==> src/rtl/rx_vc_buffer_if.sv <==
// Port bundle between the NoC-receive packet processor / AXI read channel
// and the per-VC receive buffer.
interface rx_vc_buffer_if #(
    parameter int NumVC         = 3,
    parameter int FlitDataWidth = 32,
    parameter int BufferDepth   = 4
);
    localparam int VcWidth  = (NumVC > 1) ? $clog2(NumVC) : 1;
    localparam int PtrWidth = $clog2(BufferDepth);
    localparam int CntWidth = PtrWidth + 1;

    logic                         pkt_in_valid_i;
    logic [FlitDataWidth-1:0]     pkt_in_data_i;
    logic [VcWidth-1:0]           pkt_in_vc_i;
    logic                         pkt_in_ready_o;
    logic                         rd_req_i;
    logic [VcWidth-1:0]           rd_vc_i;
    logic                         rd_valid_o;
    logic [FlitDataWidth-1:0]     rd_data_o;
    logic                         rd_err_o;
    logic [NumVC*CntWidth-1:0]    vc_cnt_o;
    logic [NumVC-1:0]             vc_empty_o;
    logic [NumVC-1:0]             vc_full_o;
    logic                         drop_o;

    modport master (
        output pkt_in_valid_i, pkt_in_data_i, pkt_in_vc_i, rd_req_i, rd_vc_i,
        input  pkt_in_ready_o, rd_valid_o, rd_data_o, rd_err_o,
               vc_cnt_o, vc_empty_o, vc_full_o, drop_o
    );

    modport slave (
        input  pkt_in_valid_i, pkt_in_data_i, pkt_in_vc_i, rd_req_i, rd_vc_i,
        output pkt_in_ready_o, rd_valid_o, rd_data_o, rd_err_o,
               vc_cnt_o, vc_empty_o, vc_full_o, drop_o
    );
endinterface

==> src/rtl/rx_vc_buffer.sv <==
// Per-virtual-channel receive FIFOs between the NoC-receive path and the
// AXI read channel; zero-latency write accept, one-cycle registered pop.
module rx_vc_buffer #(
    parameter int NumVC         = 3,
    parameter int FlitDataWidth = 32,
    parameter int BufferDepth   = 4
) (
    input  logic           clk_axi,
    input  logic           arst_axi,
    rx_vc_buffer_if.slave  bus
);
    localparam int VcWidth  = (NumVC > 1) ? $clog2(NumVC) : 1;
    localparam int PtrWidth = $clog2(BufferDepth);
    localparam int CntWidth = PtrWidth + 1;
    localparam logic [CntWidth-1:0] DepthCnt = CntWidth'(BufferDepth);

    logic [PtrWidth-1:0]      wr_ptr_r [NumVC];
    logic [PtrWidth-1:0]      rd_ptr_r [NumVC];
    logic [CntWidth-1:0]      cnt_r    [NumVC];
    logic [FlitDataWidth-1:0] mem_r    [NumVC][BufferDepth];

    logic [NumVC-1:0]          wr_en_s;
    logic [NumVC-1:0]          rd_en_s;
    logic [NumVC-1:0]          empty_s;
    logic [NumVC-1:0]          full_s;
    logic [NumVC*CntWidth-1:0] cnt_flat_s;
    logic                      wr_vc_ok_s;
    logic                      ready_s;
    logic                      rd_ok_s;
    logic [FlitDataWidth-1:0]  rd_data_s;

    logic                      rd_valid_r;
    logic                      rd_err_r;
    logic                      drop_r;
    logic [FlitDataWidth-1:0]  rd_data_r;

    // Occupancy flags derived purely from registered counts
    always_comb begin
        empty_s    = {NumVC{1'b0}};
        full_s     = {NumVC{1'b0}};
        cnt_flat_s = {(NumVC*CntWidth){1'b0}};
        for (int v = 0; v < NumVC; v++) begin
            empty_s[v] = (cnt_r[v] == {CntWidth{1'b0}});
            full_s[v]  = (cnt_r[v] == DepthCnt);
            cnt_flat_s[v*CntWidth +: CntWidth] = cnt_r[v];
        end
    end

    // Write decode: an out-of-range VC is always accepted and silently dropped
    always_comb begin
        wr_en_s    = {NumVC{1'b0}};
        wr_vc_ok_s = 1'b0;
        ready_s    = 1'b1;
        for (int v = 0; v < NumVC; v++) begin
            if (bus.pkt_in_vc_i == VcWidth'(v)) begin
                wr_vc_ok_s = 1'b1;
                ready_s    = ~full_s[v];
                wr_en_s[v] = bus.pkt_in_valid_i & ~full_s[v];
            end else begin
                wr_en_s[v] = 1'b0;
            end
        end
    end

    // Pop decode: no bypass, so a write landing this cycle is not visible yet
    always_comb begin
        rd_en_s   = {NumVC{1'b0}};
        rd_data_s = {FlitDataWidth{1'b0}};
        for (int v = 0; v < NumVC; v++) begin
            if (bus.rd_req_i && (bus.rd_vc_i == VcWidth'(v)) && !empty_s[v]) begin
                rd_en_s[v] = 1'b1;
                rd_data_s  = mem_r[v][rd_ptr_r[v]];
            end else begin
                rd_en_s[v] = 1'b0;
            end
        end
        rd_ok_s = |rd_en_s;
    end

    // Flit storage; contents are don't-care after reset so no reset branch
    always_ff @(posedge clk_axi) begin
        for (int v = 0; v < NumVC; v++) begin
            if (wr_en_s[v]) begin
                mem_r[v][wr_ptr_r[v]] <= bus.pkt_in_data_i;
            end
        end
    end

    // Pointers and counts; power-of-2 depth makes the increment wrap naturally
    always_ff @(posedge clk_axi) begin
        if (arst_axi) begin
            for (int v = 0; v < NumVC; v++) begin
                wr_ptr_r[v] <= {PtrWidth{1'b0}};
                rd_ptr_r[v] <= {PtrWidth{1'b0}};
                cnt_r[v]    <= {CntWidth{1'b0}};
            end
        end else begin
            for (int v = 0; v < NumVC; v++) begin
                if (wr_en_s[v]) begin
                    wr_ptr_r[v] <= wr_ptr_r[v] + PtrWidth'(1);
                end
                if (rd_en_s[v]) begin
                    rd_ptr_r[v] <= rd_ptr_r[v] + PtrWidth'(1);
                end
                case ({wr_en_s[v], rd_en_s[v]})
                    2'b10:   cnt_r[v] <= cnt_r[v] + CntWidth'(1);
                    2'b01:   cnt_r[v] <= cnt_r[v] - CntWidth'(1);
                    default: cnt_r[v] <= cnt_r[v];
                endcase
            end
        end
    end

    // Read response and drop pulse; data/err hold between responses
    always_ff @(posedge clk_axi) begin
        if (arst_axi) begin
            rd_valid_r <= 1'b0;
            rd_err_r   <= 1'b0;
            rd_data_r  <= {FlitDataWidth{1'b0}};
            drop_r     <= 1'b0;
        end else begin
            rd_valid_r <= bus.rd_req_i;
            drop_r     <= bus.pkt_in_valid_i & ~wr_vc_ok_s;
            if (bus.rd_req_i) begin
                rd_data_r <= rd_data_s;
                rd_err_r  <= ~rd_ok_s;
            end
        end
    end

    assign bus.pkt_in_ready_o = ready_s;
    assign bus.rd_valid_o     = rd_valid_r;
    assign bus.rd_data_o      = rd_data_r;
    assign bus.rd_err_o       = rd_err_r;
    assign bus.drop_o         = drop_r;
    assign bus.vc_cnt_o       = cnt_flat_s;
    assign bus.vc_empty_o     = empty_s;
    assign bus.vc_full_o      = full_s;

endmodule

==> src/flat_wrapper.sv <==
// flat-port wrapper written by rule: the top's interface ports become plain ports
module rx_vc_buffer_flat 
#(
    parameter int NumVC         = 3,
    parameter int FlitDataWidth = 32,
    parameter int BufferDepth   = 4
)
  (clk_axi, arst_axi, bus_pkt_in_valid_i, bus_pkt_in_data_i, bus_pkt_in_vc_i, bus_rd_req_i, bus_rd_vc_i, bus_pkt_in_ready_o, bus_rd_valid_o, bus_rd_data_o, bus_rd_err_o, bus_vc_cnt_o, bus_vc_empty_o, bus_vc_full_o, bus_drop_o);
  rx_vc_buffer_if #(.NumVC(NumVC), .FlitDataWidth(FlitDataWidth), .BufferDepth(BufferDepth)) bus_i ();
  input  logic clk_axi;
  input  logic arst_axi;
  input wire logic [$bits(bus_i.pkt_in_valid_i)-1:0] bus_pkt_in_valid_i;
  input wire logic [$bits(bus_i.pkt_in_data_i)-1:0] bus_pkt_in_data_i;
  input wire logic [$bits(bus_i.pkt_in_vc_i)-1:0] bus_pkt_in_vc_i;
  input wire logic [$bits(bus_i.rd_req_i)-1:0] bus_rd_req_i;
  input wire logic [$bits(bus_i.rd_vc_i)-1:0] bus_rd_vc_i;
  output wire logic [$bits(bus_i.pkt_in_ready_o)-1:0] bus_pkt_in_ready_o;
  output wire logic [$bits(bus_i.rd_valid_o)-1:0] bus_rd_valid_o;
  output wire logic [$bits(bus_i.rd_data_o)-1:0] bus_rd_data_o;
  output wire logic [$bits(bus_i.rd_err_o)-1:0] bus_rd_err_o;
  output wire logic [$bits(bus_i.vc_cnt_o)-1:0] bus_vc_cnt_o;
  output wire logic [$bits(bus_i.vc_empty_o)-1:0] bus_vc_empty_o;
  output wire logic [$bits(bus_i.vc_full_o)-1:0] bus_vc_full_o;
  output wire logic [$bits(bus_i.drop_o)-1:0] bus_drop_o;
  assign bus_i.pkt_in_valid_i = bus_pkt_in_valid_i;
  assign bus_i.pkt_in_data_i = bus_pkt_in_data_i;
  assign bus_i.pkt_in_vc_i = bus_pkt_in_vc_i;
  assign bus_i.rd_req_i = bus_rd_req_i;
  assign bus_i.rd_vc_i = bus_rd_vc_i;
  assign bus_pkt_in_ready_o = bus_i.pkt_in_ready_o;
  assign bus_rd_valid_o = bus_i.rd_valid_o;
  assign bus_rd_data_o = bus_i.rd_data_o;
  assign bus_rd_err_o = bus_i.rd_err_o;
  assign bus_vc_cnt_o = bus_i.vc_cnt_o;
  assign bus_vc_empty_o = bus_i.vc_empty_o;
  assign bus_vc_full_o = bus_i.vc_full_o;
  assign bus_drop_o = bus_i.drop_o;
  rx_vc_buffer #(.NumVC(NumVC), .FlitDataWidth(FlitDataWidth), .BufferDepth(BufferDepth)) u_core (.clk_axi(clk_axi), .arst_axi(arst_axi), .bus(bus_i));
endmodule
==> config.mk <==
export PLATFORM = sky130hd
export DESIGN_NAME = rx_vc_buffer_flat
export DESIGN_NICKNAME = d
export VERILOG_FILES = /design/src/rtl/rx_vc_buffer_if.sv /design/src/rtl/rx_vc_buffer.sv /design/src/flat_wrapper.sv
export SDC_FILE = /design/constraint.sdc
export NUM_CORES = 1
export LEC_CHECK = 0
export ABC_CLOCK_PERIOD_IN_PS = 3000
export CORE_ASPECT_RATIO = 0.9
export CORE_MARGIN = 2
export CORE_UTILIZATION = 52
export DETAILED_ROUTE_END_ITERATION = 16
export GPL_ROUTABILITY_DRIVEN = 0
export PLACE_DENSITY = 0.71
export SETUP_SLACK_MARGIN = 0.3
export SYNTH_ARGS = -nofsm -noshare
export SYNTH_HDL_FRONTEND = slang
export SYNTH_SLANG_ARGS = --single-unit
==> constraint.sdc <==
create_clock -name clk_axi -period 3 [get_ports clk_axi]
set_input_delay 0.6 -clock clk_axi [delete_from_list [all_inputs] [get_ports clk_axi]]
set_output_delay 0.6 -clock clk_axi [all_outputs]
set_load 0.02 [all_outputs]
==> metrics.yaml, run 1 <==
avgViaCountPerCell: 6.02
cts_buffers: 43
gr-total-overflow: 0
die_area_um2: 35600
rrSetupSlack_ps: 500
grt_pass1_wl_um: 56700
grt_pass1_vias: 9147
holdBufCountCts: 0
ys.flop_type: "edfxtp_1"
finalClockSkew_ps: 19.2
track_usage_pct: 22.0
ioPinCount: 91
worstHoldStart: "arst_axi"
busiest_layer: "met2"
holdPathStages: 2
synth.distinct_cells: 43
dr.pass1.iters: 7
critPathLaunchType: "flop"
met1_usage_pct: 31.4
tightest_slew_ps: 1140
timing.hold.worst_endpoint: "u_core.bus.rd_valid_o"
synthTopCellsByArea: "edfxtp_1 (69%), mux4_2 (12%), dfxtp_1 (4.0%)"
num_antenna_cells: 0
grt_util_met2_pct: 36.5
tns_ps: 0
endpoint_kind: "output pin"
slew_headroom_pct: 23.8
antenna_found_initial: 0
area_growth_pct: 16.8
rr_worst_depth: 9
worst_ep_required_time_ps: 2400
synth_top_area_cell: "edfxtp_1"
drv_cap: 0
critPathMaxFanout: 4
yosys.area_share.xor_xnor_pct: 0.395
min_path_type: "input port to flop"
rsz0062_at_grt: "true"
p_leak_nw: 6.61
slew_viol_final: 0
synth_edf_count: 405
clock_sinks: 440
finalCritPeriodShare_pct: 88.4
clk_latency_ps: 550
grt_max_degree: 42
holdWs_ps: 525
initial_core_util_pct: 52.5
antenna_left: 0
total_power_mw: 13.3
grt_use_met3_pct: 3.31
layout_min_cycle_time_ps: 2650
cts_tree: "yes"
synthAdderAreaFrac_pct: 1.64
async_flop_share_pct: 0
ys_seq_area_share_pct: 72.5
synth_top_family_by_area: "multiplexers"
synth_area_um2: 17700
clk_path_buf_depth: 3
yosys.area_share.simple_pct: 3.85
wl_per_cell_um: 25.2
cts_max_level: 2
die_h_um: 179
wl_um: 38000
ys_seq_elements: 440
r2r-end: "u_core.cnt_r[2][2]"
portBuffers: 90
nNetsFinal: 1073
clock_tree.root_cell: "clkbuf_16"
rows: 64
yosys_warnings: 0
die_w_um: 199
dpl.hpwl_um: 21700
drive_gt1_share_pct: 27.2
coreArea_um2: 33800
synthesis.nets: 959
max_freq_mhz: 377
synth-compound-area-share_pct: 6.65
finalSetupViolCount: 0
drt_iter0_markers: 832
r2r_start: "u_core.cnt_r[2][0]"
criticalPathCategory: "flop to output pin"
clkTransAtPathRegs_ps: 60
p_per_area_nw_per_um2: 643
critPathArrivalTime_ps: 2050
netlist_top_cells_count: "edfxtp_1 (405), mux4_2 (92), nand3_1 (66)"
syn_avg_cell_area_um2: 19.8
synth.area.mux_share_pct: 12.3
vias: 9078
yosysMostFrequentCell: "edfxtp_1"
synthCells: 897
synth_top_area_share_pct: 68.6
outcome: "complete, no violations"
hold_viol_final: 0
drc: 0
ir_drop_mv: 0.547
[cell type report]
cell class | instances | area, um2
clock inverters | 18 | 181
fillers | 2442 | 13100
repair buffers | 133 | 1330
well taps | 462 | 578
inverters | 27 | 101
multi-input cells | 366 | 4460
clock buffers | 62 | 1190
flip-flops and latches | 440 | 12900
[worst max-delay path, stage by stage (launching register included)]
cell and delay (ps):
edfxtp_1 440, or4b_2 690, a21oi_1 160, a31oi_1 50
buf_2 170
[power by group]
group / internal [mW] / total (mW) / leakage [nW] / switching [mW]
registers: 6.84 / 6.93 / 3.97 / 0.0855
clock network: 3.03 / 5.22 / 0.659 / 2.19
logic: 0.509 / 1.17 / 1.97 / 0.660
[metal layers]
metal | vias to the layer above | share of wire [%]
li1 | 3913 | -
met1 | 4825 | 43
met2 | 298 | 49
met3 | 42 | 6.0
met4 | 0 | 1.5
met5 | - | 0
[worst max-delay path by stage]
stage / endpoint / slack, ps / cells past startpoint / from
floorplan: u_core.mem_r[0][128] / 440 / 5 / u_core.cnt_r[1][2]
global placement: bus_pkt_in_ready_o / 4 / 5 / bus_pkt_in_vc_i[1]
detailed placement: bus_pkt_in_ready_o / 10 / 5 / bus_pkt_in_vc_i[1]
CTS: bus_vc_empty_o[2] / 150 / 6 / u_core.cnt_r[2][0]
global route: bus_pkt_in_ready_o / 300 / 4 / u_core.cnt_r[0][1]
finish: bus_pkt_in_ready_o / 350 / 4 / u_core.cnt_r[0][1]
[cell families after synthesis]
group	after synthesis
adder cells (fa/ha/maj)	22
multiplexers	96
AND/OR/NAND/NOR	124
flip-flops	440
XOR/XNOR	8
buffers and inverters	91
AO/OA/AOI/OAI	116
[stage by stage]
stage          util (%)  std cells  setup WS [ps]  cell area, um2
2_1_floorplan         -        897            438           17700
3_3_place_gp       57.1       1426           4.19           19300
3_5_place_dp       57.1       1426           11.7           19300
4_1_cts            61.2       1508            148           20700
5_1_grt            61.3       1508            297           20700
6_report           61.3       1508            347           20700
[placed cells by master, fill, tap and decap left out, types with 3 or more instances in the layout]
cell / instances
nor2_1: 13
mux4_1: 4
inv_1: 24
a311oi_1: 6
clkbuf_16: 44
buf_12: 10
ha_1: 20
buf_2: 3
and2_2: 12
o41ai_1: 4
a211oi_1: 6
a31oi_1: 33
nor3_1: 3
o41ai_2: 28
clkinv_2: 4
bufinv_16: 3
mux4_2: 92
clkdlybuf4s50_1: 82
nand2b_1: 10
nand3_1: 66
o21ba_2: 32
edfxtp_1: 405
buf_4: 33
dfxtp_1: 35
clkinv_1: 7
xnor2_1: 7
clkbuf_1: 16
[timing repair]
| item | in CTS | in global routing |
|---|---|---|
| gates resized for setup | 10 | 6 |
| pin swaps | 0 | 0 |
| setup buffers | 2 | 0 |
| endpoints found under the setup margin | 4 | 6 |
| hold endpoints to repair | 0 | 0 |
[registers in the layout, summed over array words and instances (netlist names)]
| register | cells |
|---|---|
| u_core.bus.rd_data_o | 32 |
| u_core.bus.drop_o | 1 |
| u_core.mem_r | 384 |
| u_core.bus.rd_valid_o | 1 |
| u_core.rd_ptr_r | 6 |
| u_core.cnt_r | 9 |
| u_core.bus.rd_err_o | 1 |
| u_core.wr_ptr_r | 6 |
Power figures use the tool's default switching activity.
==> inputs of run 2 (changes only) <==
TNS_END_PERCENT = 20   (was default)
==> run 2 against run 1 <==
Effect of this change: utilization grew 0.50 points; cell count rose by 0.20%; non-clock buffer count did not move; final area grew 0.81%; clock-buffer cell count decreased by 1; critical endpoint is now bus_vc_empty_o[0]; largest cell class unchanged; largest power group unchanged.
==> metrics.yaml, run 2 (synthesized netlist as in run 1, its figures left out) <==
coreArea_um2: 33800
r2r-end: "u_core.cnt_r[2][2]"
antenna_left: 0
slew_headroom_pct: 21.2
grt_pass1_vias: 9362
worst_ep_required_time_ps: 2400
tns_ps: 0
rsz0062_at_grt: "true"
num-fill-cells: 2399
clkPwrFrac_pct: 41.0
grt_pass1_wl_um: 58000
antenna_found_initial: 1
cts_tree: "yes"
area_growth_pct: 17.7
finalSetupViolCount: 0
dr.pass1.iters: 5
slew_viol_final: 0
rr_worst_depth: 9
clock_sinks: 440
clkTransAtPathRegs_ps: 60
clock_tree.root_cell: "clkbuf_16"
outcome: "complete, no violations"
hold_viol_final: 0
drc: 0
cts_max_level: 2
final_common_cell: "edfxtp_1"
wl_um: 38400
holdWs_ps: 533
critPathMaxFanout: 4
ir_drop_mv: 0.475
r2r_start: "u_core.cnt_r[2][1]"
combPwrFrac_pct: 8.7
tightest_slew_ps: 1180
rrSetupSlack_ps: 290
vias: 9159
portBuffers: 90
min_path_type: "input port to flop"
avgViaCountPerCell: 6.06
criticalPathCategory: "flop to output pin"
p_leak_nw: 6.68
clk_latency_ps: 540
die_area_um2: 35600
met1_usage_pct: 31.8
timing.hold.worst_endpoint: "u_core.bus.rd_valid_o"
endpoint_kind: "output pin"
clk_path_buf_depth: 3
critPathLaunchType: "flop"
dpl.hpwl_um: 21900
p_int_mw: 10.8
critPathArrivalTime_ps: 2310
holdBufCountCts: 0
gr-total-overflow: 0
finalCritPeriodShare_pct: 97.0
die_h_um: 179
nNetsFinal: 1074
finalClockSkew_ps: 20.8
grt_util_met2_pct: 36.0
rows: 64
initial_core_util_pct: 52.5
drive_gt1_share_pct: 28.1
drt_iter0_markers: 895
max_freq_mhz: 344
final_cell_mix: "edfxtp_1 (405), mux4_2 (92), clkdlybuf4s50_1 (85)"
worstHoldStart: "arst_axi"
busiest_layer: "met2"
layout_min_cycle_time_ps: 2910
p_switching_mw: 2.98
track_usage_pct: 22.4
grt_use_met3_pct: 4.72
grt_max_degree: 35
drv_cap: 0
largest_reg_flops: 384
wl_per_cell_um: 25.4
p_per_area_nw_per_um2: 658
seqPwrFrac_pct: 50.4
swShare_pct: 21.7
cts_buffers: 44
die_w_um: 199
ioPinCount: 91
holdPathStages: 2
-- run 2: cell types whose count changed in the layout (fill, tap and decap cells not counted), sizes merged --
| cell | change |
|---|---|
| buf | -1 |
| dlymetal6s2s | -1 |
| clkinv | +4 |
| inv | -1 |
| clkdlybuf4s50 | +3 |
| diode | +1 |
| clkbuf | -2 |
| bufinv | +1 |
| clkinvlp | -1 |
-- run 2: how the worst max path moves through the flow --
stage | startpoint | endpoint | slack, ps
after floorplan | u_core.cnt_r[0][1] | u_core.cnt_r[0][2] | 300
after global placement | bus_pkt_in_vc_i[1] | bus_pkt_in_ready_o | 10
after detailed placement | bus_pkt_in_vc_i[1] | bus_pkt_in_ready_o | 40
after CTS | u_core.cnt_r[1][0] | bus_vc_empty_o[1] | 50
after global routing | u_core.cnt_r[0][1] | bus_vc_empty_o[0] | 40
final | u_core.cnt_r[0][1] | bus_vc_empty_o[0] | 90
-- run 2: area by class of cell --
type | instances | area [um2] | share of cell area, %
inverters | 27 | 101 | 0.486
repair buffers | 133 | 1360 | 6.53
multi-input cells | 366 | 4440 | 21.3
flip-flops and latches | 440 | 12900 | 61.6
diodes | 1 | 2.50 | 0.0120
well taps | 462 | 578 | 2.77
clock inverters | 21 | 219 | 1.05
clock buffers | 61 | 1310 | 6.26
-- run 2: critical path, cell delays in order, from the launching register on --
cell and delay (ps):
edfxtp_1 460, or3_1 590, inv_1 120, clkdlybuf4s50_1 600
-- run 2: what timing repair did --
item | in CTS | in global routing
setup endpoints to repair | 4 | 7
setup buffers | 2 | 0
gates resized for setup | 2 | 1
-- run 2: per-stage QoR --
stage	setup slack [ps]	total power, mW	area, um2	utilization (%)	instances
2_1_floorplan	298	7.75	17700	-	897
3_3_place_gp	12.2	8.21	19300	57.2	1426
3_5_place_dp	39.3	8.24	19300	57.2	1426
4_1_cts	51.9	13.8	20900	61.8	1510
5_1_grt	38.4	14.2	20900	61.8	1510
6_report	91.0	13.7	20900	61.8	1511
-- run 2: power groups by stage --
| stage | combinational [mW] | clock [mW] | sequential (mW) |
|---|---|---|---|
| CTS | 1.20 | 5.70 | 6.92 |
| global placement | 1.17 | 0 | 7.04 |
| global route | 1.28 | 5.96 | 6.93 |
| detailed placement | 1.19 | 0 | 7.05 |
| floorplan | 0.671 | 0 | 7.08 |
| finish | 1.19 | 5.63 | 6.92 |
-- run 2: metal layers --
metal  share of wire (%)  vias up
li1                    -     3917
met1                  43     4779
met2                  48      410
met3                 7.6       53
met4                 2.0        0
met5                   0        -
==> inputs of run 3 (changes only) <==
--- a/config.mk
+++ b/config.mk
@@ -8,3 +8,3 @@
 export ABC_CLOCK_PERIOD_IN_PS = 3000
-export CORE_ASPECT_RATIO = 0.9
+export CORE_ASPECT_RATIO = 0.8
 export CORE_MARGIN = 2
--- a/constraint.sdc
+++ b/constraint.sdc
@@ -3,2 +3,2 @@
 set_output_delay 0.6 -clock clk_axi [all_outputs]
-set_load 0.02 [all_outputs]
+set_load 0.05 [all_outputs]
==> run 3 against run 2 <==
Effect of this change: register-to-register slack better by 180 ps; worst setup slack gained 170 ps; non-clock buffer count down 10; sequential power hardly changed; critical endpoint unchanged.
==> metrics.yaml, run 3 (synthesized netlist as in run 1, its figures left out) <==
outcome: "complete, no violations"
grt_pass1_wl_um: 57000
p_per_area_nw_per_um2: 646
min_path_type: "input port to flop"
die_w_um: 210
wl_um: 37900
initial_core_util_pct: 52.7
drt_iter0_markers: 906
cts_tree: "yes"
stdcell_area_um2: 20700
num_antenna_cells: 0
dpl.hpwl_um: 20900
finalSetupViolCount: 0
avgViaCountPerCell: 6.14
wl_per_cell_um: 25.9
clock_sinks: 440
slew_headroom_pct: 24.2
grt_max_degree: 45
worst_ep_required_time_ps: 2400
multi_input_area_um2: 4490
track_usage_pct: 21.6
cp_slowest_stage_delay_ps: 510
ir_drop_mv: 0.436
finalCritPeriodShare_pct: 91.3
criticalPathCategory: "flop to output pin"
die_area_um2: 35600
dr.pass1.iters: 5
clkTransAtPathRegs_ps: 60
clock_tree.root_cell: "clkbuf_16"
gr-total-overflow: 0
slowest_stage: "edfxtp_1"
tightest_slew_ps: 1130
holdBufCountCts: 0
drc: 0
portBuffers: 90
largest_reg_flops: 384
hold_viol_final: 0
rsz0062_at_grt: "true"
max_freq_mhz: 365
finalClockSkew_ps: 15.0
rows: 60
area_growth_pct: 16.8
critPathLaunchType: "flop"
critPathArrivalTime_ps: 2140
final_cell_mix: "edfxtp_1 (405), mux4_2 (92), clkdlybuf4s50_1 (82)"
antenna_left: 0
place_area_um2: 19300
worst-path-buf-inv: 3
holdWs_ps: 513
critPathMaxFanout: 33
endpoint_kind: "output pin"
postCtsSetupRepairBufs: 0
slew_viol_final: 0
tns_ps: 0
vias: 8996
ioPinCount: 91
clk_path_buf_depth: 3
crit_family: "buffers and inverters"
cts_max_level: 2
die_h_um: 169
clk_latency_ps: 540
layout_min_cycle_time_ps: 2740
seqCellArea_um2: 12900
drv_cap: 0
final_common_cell: "edfxtp_1"
coreArea_um2: 33600
cts_buffers: 42
drive_gt1_share_pct: 27.2
nNetsFinal: 1062
p_leak_nw: 6.57
grt_pass1_vias: 9191
num-fill-cells: 2355
antenna_found_initial: 0
crit_chain: "or3_1 -> buf_4 -> inv_1 -> buf_12"
total_power_mw: 13.4
[run 3: cell types whose count changed in the layout (fill, tap and decap cells not counted), sizes merged]
cell,change
buf,-7
bufinv,-2
clkdlybuf4s50,-3
clkinv,-5
diode,-1
dlygate4sd2,-1
[run 3: report_power, final]
| group | total, mW | internal (mW) | switching (mW) |
|---|---|---|---|
| Clock | 5.12 | 2.96 | 2.16 |
| Sequential | 6.92 | 6.84 | 0.0792 |
| Combinational | 1.33 | 0.524 | 0.810 |
[run 3: cell type report]
cell class                      instances  area share (%)
Sequential cell                       440            62.1
Multi-Input combinational cell        366            21.7
Timing Repair Buffer                  123            6.63
Clock buffer                           60            5.79
Tap cell                              434            2.62
Clock inverter                         14           0.695
Inverter                               27           0.495
[run 3: routing by layer]
| layer | share of wire (%) | track usage (%) |
|---|---|---|
| met5 | 0 | 0 |
| met4 | 1.7 | 5.57 |
| met2 | 48 | 34.5 |
| met1 | 45 | 31.6 |
| met3 | 5.7 | 3.57 |
[run 3: through the flow]
| step | utilization [%] | cells | setup WS (ps) |
|---|---|---|---|
| floorplan | - | 897 | 211 |
| global placement | 57.5 | 1389 | 158 |
| detailed placement | 57.5 | 1389 | 136 |
| CTS | 61.5 | 1463 | 130 |
| global route | 61.6 | 1464 | 194 |
| finish | 61.6 | 1464 | 260 |
[run 3: final timing paths]
kind	startpoint	to	slack (ps)	cells past startpoint
min reg2reg	u_core.bus.rd_err_o	u_core.bus.rd_err_o	530	2
max	u_core.cnt_r[0][1]	bus_vc_empty_o[0]	260	4
min	arst_axi	u_core.bus.rd_valid_o	510	2
max reg2reg	u_core.cnt_r[2][0]	u_core.cnt_r[2][2]	470	9
[run 3: worst reg2reg max path, stage by stage, from the launching register on]
cell	delay, ps
edfxtp_1	430
inv_1	90
ha_1	240
nand2b_2	190
inv_2	120
nor3_1	340
ha_1	340
nor3b_1	260
o21ai_0	110
nor3b_1	150
[run 3: timing repair]
item,CTS,global route
gates cloned,0,1
resized for setup,3,4
endpoints found under the setup margin,7,8
hold endpoints to repair,0,0
